==> src/rtl/pea_request_arbiter.sv <==
// Round-robin arbiter sharing one polynomial evaluation core between NUM_REQ
// requesters; the core is granted for a whole instruction/data/result transaction.
module pea_request_arbiter #(
    parameter int unsigned NUM_REQ = 2,
    parameter int unsigned WIDTH   = 32,
    parameter int unsigned CNT_W   = 4
) (
    input  logic                     clock,
    input  logic                     reset,
    input  logic [NUM_REQ-1:0]       req_empty_instruction,
    input  logic [NUM_REQ*WIDTH-1:0] req_instruction,
    output logic [NUM_REQ-1:0]       req_read_enable_instruction,
    input  logic [NUM_REQ-1:0]       req_empty_data,
    input  logic [NUM_REQ*WIDTH-1:0] req_data,
    output logic [NUM_REQ-1:0]       req_read_enable_data,
    input  logic [NUM_REQ-1:0]       req_full_result,
    output logic [WIDTH-1:0]         req_result,
    output logic [NUM_REQ-1:0]       req_write_enable_result,
    output logic                     core_empty_instruction,
    output logic [WIDTH-1:0]         core_instruction,
    input  logic                     core_read_enable_instruction,
    output logic                     core_empty_data,
    output logic [WIDTH-1:0]         core_data,
    input  logic                     core_read_enable_data,
    output logic                     core_full_result,
    input  logic [WIDTH-1:0]         core_result,
    input  logic                     core_write_enable_result,
    output logic [NUM_REQ-1:0]       grant,
    output logic                     busy
);

    localparam int unsigned IDX_W = (NUM_REQ > 1) ? $clog2(NUM_REQ) : 1;

    typedef enum logic [1:0] {IDLE, INSTR, DATA, RESULT} state_t;

    state_t             state, state_nxt;
    logic [IDX_W-1:0]   owner, owner_nxt;
    logic [IDX_W-1:0]   rr_ptr, rr_ptr_nxt;
    logic [NUM_REQ-1:0] grant_nxt;
    logic [CNT_W-1:0]   count, count_nxt;
    logic               pick_valid;
    logic [IDX_W-1:0]   pick;
    logic [IDX_W-1:0]   cand;

    logic [WIDTH-1:0] instr_w [NUM_REQ];
    logic [WIDTH-1:0] data_w  [NUM_REQ];

    // Split the packed per-requester head words into indexable slices
    for (genvar i = 0; i < NUM_REQ; i++) begin : g_slice
        assign instr_w[i] = req_instruction[i*WIDTH +: WIDTH];
        assign data_w[i]  = req_data[i*WIDTH +: WIDTH];
    end

    // First requester with a pending instruction, searching upward from rr_ptr
    always_comb begin
        pick_valid = 1'b0;
        pick       = '0;
        cand       = '0;
        for (int unsigned k = NUM_REQ; k > 0; k--) begin
            cand = IDX_W'((32'(rr_ptr) + k - 32'd1) % NUM_REQ);
            if (!req_empty_instruction[cand]) begin
                pick_valid = 1'b1;
                pick       = cand;
            end
        end
    end

    // State register and grant bookkeeping
    always_ff @(posedge clock) begin
        if (reset) begin
            state  <= IDLE;
            grant  <= '0;
            owner  <= '0;
            rr_ptr <= '0;
            count  <= '0;
            busy   <= 1'b0;
        end else begin
            state  <= state_nxt;
            grant  <= grant_nxt;
            owner  <= owner_nxt;
            rr_ptr <= rr_ptr_nxt;
            count  <= count_nxt;
            busy   <= (state_nxt != IDLE);
        end
    end

    // Next state, core-side FIFO views and gated requester enables
    always_comb begin
        state_nxt                   = state;
        grant_nxt                   = grant;
        owner_nxt                   = owner;
        rr_ptr_nxt                  = rr_ptr;
        count_nxt                   = count;
        core_empty_instruction      = 1'b1;
        core_empty_data             = 1'b1;
        core_full_result            = 1'b1;
        core_instruction            = '0;
        core_data                   = '0;
        req_result                  = '0;
        req_read_enable_instruction = '0;
        req_read_enable_data        = '0;
        req_write_enable_result     = '0;

        if (state != IDLE) begin
            core_instruction = instr_w[owner];
            core_data        = data_w[owner];
            req_result       = core_result;
        end

        case (state)
            IDLE: begin
                if (pick_valid) begin
                    grant_nxt = NUM_REQ'(1) << pick;
                    owner_nxt = pick;
                    state_nxt = INSTR;
                end
            end
            INSTR: begin
                core_empty_instruction = req_empty_instruction[owner];
                if (core_read_enable_instruction && !req_empty_instruction[owner]) begin
                    req_read_enable_instruction = NUM_REQ'(1) << owner;
                    count_nxt = instr_w[owner][CNT_W-1:0];
                    state_nxt = (instr_w[owner][CNT_W-1:0] != '0) ? DATA : RESULT;
                end
            end
            DATA: begin
                core_empty_data = req_empty_data[owner] | (count == '0);
                if (core_read_enable_data && !req_empty_data[owner] && (count != '0)) begin
                    req_read_enable_data = NUM_REQ'(1) << owner;
                    count_nxt = count - CNT_W'(1);
                    if (count == CNT_W'(1)) state_nxt = RESULT;
                end
            end
            RESULT: begin
                core_full_result = req_full_result[owner];
                if (core_write_enable_result && !req_full_result[owner]) begin
                    req_write_enable_result = NUM_REQ'(1) << owner;
                    grant_nxt  = '0;
                    rr_ptr_nxt = (owner == IDX_W'(NUM_REQ - 1)) ? '0 : owner + IDX_W'(1);
                    state_nxt  = IDLE;
                end
            end
            default: state_nxt = IDLE;
        endcase
    end

endmodule

==> config.mk <==
export PLATFORM = sky130hd
export DESIGN_NAME = pea_request_arbiter
export DESIGN_NICKNAME = d
export VERILOG_FILES = /design/src/rtl/pea_request_arbiter.sv
export SDC_FILE = /design/constraint.sdc
export NUM_CORES = 1
export LEC_CHECK = 0
export BUFFER_PORTS_ARGS = -buffer_cell sky130_fd_sc_hd__clkbuf_2
export CAP_MARGIN = 10
export CORE_AREA = 2 2 109 111
export DETAILED_ROUTE_END_ITERATION = 12
export DIE_AREA = 0 0 111 113
export GPL_ROUTABILITY_DRIVEN = 0
export PLACE_DENSITY = 0.5
export SYNTH_ARGS = -nofsm -noshare
export SYNTH_HDL_FRONTEND = slang
export SYNTH_SLANG_ARGS = --single-unit
export TNS_END_PERCENT = 20
==> constraint.sdc <==
create_clock -name clock -period 2.73 [get_ports clock]
set_input_delay 0.4095 -clock clock [delete_from_list [all_inputs] [get_ports clock]]
set_output_delay 0.4095 -clock clock [all_outputs]
set_load 0.03 [all_outputs]
==> metrics <==
outcome finished clean; DRT iter0 DRCs 69; CTS Hold Buffers Added 0; VDD IR max 144 µV; synthesized cell area 1910 µm²; layout cells sized above 1 54.1%; Std-Cell Rows 39; count of different cell masters after synthesis 37; RSZ-0062 raised after global routing no; syn_nets 446; H-tree levels 1; Post-synth EDFFs 0; Routed WL 9130 µm; crit path max fanout 33; synthesis-stage register bit count 11; wire length per cell 13.4 µm; Tmin final 2.31 ns; DP Cell Count 675; final setup fails 0; top cell type's share of synthesized area 34.7%; Gate Count Post-Synth 272; DP Worst Slack 0.682 ns; Num CTS Buffers 3; synthesis-to-layout area growth 83.1%; chip width 111 µm; WS Path Type reg -> out; Max Buffers Root-to-Sink 2; sequential fraction of the synthesis area 11.6%; final HPWL from detailed placement 7910 µm; Post-synth top cells nor2_1, mux2i_1, and2_1, dfxtp_1, a21oi_1; HP Class reg -> reg; drt first pass iters 4; largest net degree at the start of global routing 57; initial antenna violation count 1; Synth Warn # 0; Worst setup SP type flop; Max Transition Viols Final 0; f_max 0.432 GHz; Final nets 711; DRC 0; most common cell in the synthesized netlist nor2_1; first-pass GRT wire length 13900 µm; number of port buffers 278; Worst Skew 0.00285 ns; FILL cells 1232; die footprint 12500 µm²; Final Non-Filler Cells 680; pwr/cell area 382 nW/µm²; crit end category output port; min setup slack post-route 0.417 ns; CTS Sinks 11; CTS tree done; fin crit share 84.7%; flop2flop setup slack 0.88 ns; Post-synth ARST share 0%; vias per cell 4.30; ANT nets after route 0; Max Cap Viol 0; Root Buffer clkbuf_16; final hold viol count 0; initial core utilization 16.9%; setup_tns 0 ns; Core Footprint 11300 µm²; Worst-path clk slew 0.04 ns; global route total overflow 0; Clk Latency, worst-skew pair 0.24 ns; Tightest Pin Transition 0.752 ns; routed via count 2927; CP Data Required Time 2.32 ns; Yosys top cell by area mux2i_1; synth top area cells mux2i_1, nor2_1, dfxtp_1; WP data arrival 1.90 ns; main flop type after synthesis dfxtp_1; max_slew headroom 49.9%; postcts setup bufs 0; Top Ports 279; Static Leak 1.86 nW; Die Height 113 µm; Avg Cell Area, Syn 7.01 µm²; gr usage total 13.5%; post-cts sizing count 0; vias in the first global route 2883
[per-layer routing]
layer / global-route usage [%] / share of wire [%] / wire length [µm]
met5: 0 / 0 / 0
met4: 2.42 / 1.1 / 101
met3: 2.89 / 7.8 / 711
met2: 26.3 / 52 / 4750
met1: 15.1 / 39 / 3570
[stage by stage]
step	utilization (%)	total power, mW	hold slack (ns)	area (µm²)
after floorplan	-	0.763	0.457	1910
after global placement	30.2	1.07	0.468	3410
after detailed placement	30.2	1.08	0.468	3410
after CTS	30.9	1.35	0.474	3490
after global routing	31.0	1.41	0.497	3490
final	31.0	1.33	0.468	3490
[layout make-up]
cell class / instances / area (µm²) / share of cell area, %
Antenna cell: 1 / 2.50 / 0.0717
Inverter: 4 / 15.0 / 0.430
Multi-Input combinational cell: 235 / 1560 / 44.6
Tap cell: 143 / 179 / 5.13
Timing Repair Buffer: 282 / 1430 / 41.1
Clock buffer: 4 / 78.8 / 2.26
Sequential cell: 11 / 224 / 6.42
[kinds of logic (layout without fill, tap and decap cells)]
logic type | after synthesis | in the layout | share of synthesized area [%]
AO/OA/AOI/OAI | 24 | 24 | 7.75
adder cells (fa/ha/maj) | 3 | 3 | 1.97
buffers and inverters | 26 | 290 | 7.16
flip-flops | 11 | 11 | 11.6
multiplexers | 67 | 67 | 35.4
other | 0 | 1 | 0
AND/OR/NAND/NOR | 141 | 141 | 36.2
[worst paths after layout]
| check | from | end | depth (start not counted) |
|---|---|---|---|
| setup reg to reg | owner | state[0] | 5 |
| hold reg to reg | grant[1] | grant[1] | 2 |
| hold / removal | grant[1] | grant[1] | 2 |
| setup / recovery | state[0] | req_result[7] | 3 |
[cell usage in the layout (no fill, tap or decap), types with 2 or more instances in the layout]
cell type,netlist,layout
clkbuf_2,1,278
nor2_1,79,78
mux2i_1,66,66
and2_1,35,35
a21oi_1,10,10
dfxtp_1,11,10
nand2_1,5,5
inv_1,4,4
nand3_1,4,4
nand2b_1,4,4
a31oi_1,4,4
ha_1,3,3
clkbuf_16,0,3
buf_4,6,3
nand4_1,2,2
nor4_1,2,2
o32ai_1,2,2
o21ai_0,2,2
[worst max-delay path: stages, from the launching register on]
cell and delay [ns]:
dfxtp_1 0.56, or2_1 0.66, and2_1 0.24, clkbuf_2 0.21
[state kept, by name, indices dropped and copies added (netlist names)]
| signal | flops |
|---|---|
| busy | 1 |
| count | 4 |
| grant | 2 |
| owner | 1 |
| rr_ptr | 1 |
| state | 2 |
[report_power, final]
| group | total [mW] | switching (mW) | internal [mW] |
|---|---|---|---|
| Clock | 0.266 | 0.0697 | 0.196 |
| Combinational | 0.877 | 0.568 | 0.309 |
| Sequential | 0.190 | 0.0185 | 0.171 |
(Power assumes the default switching activity.)
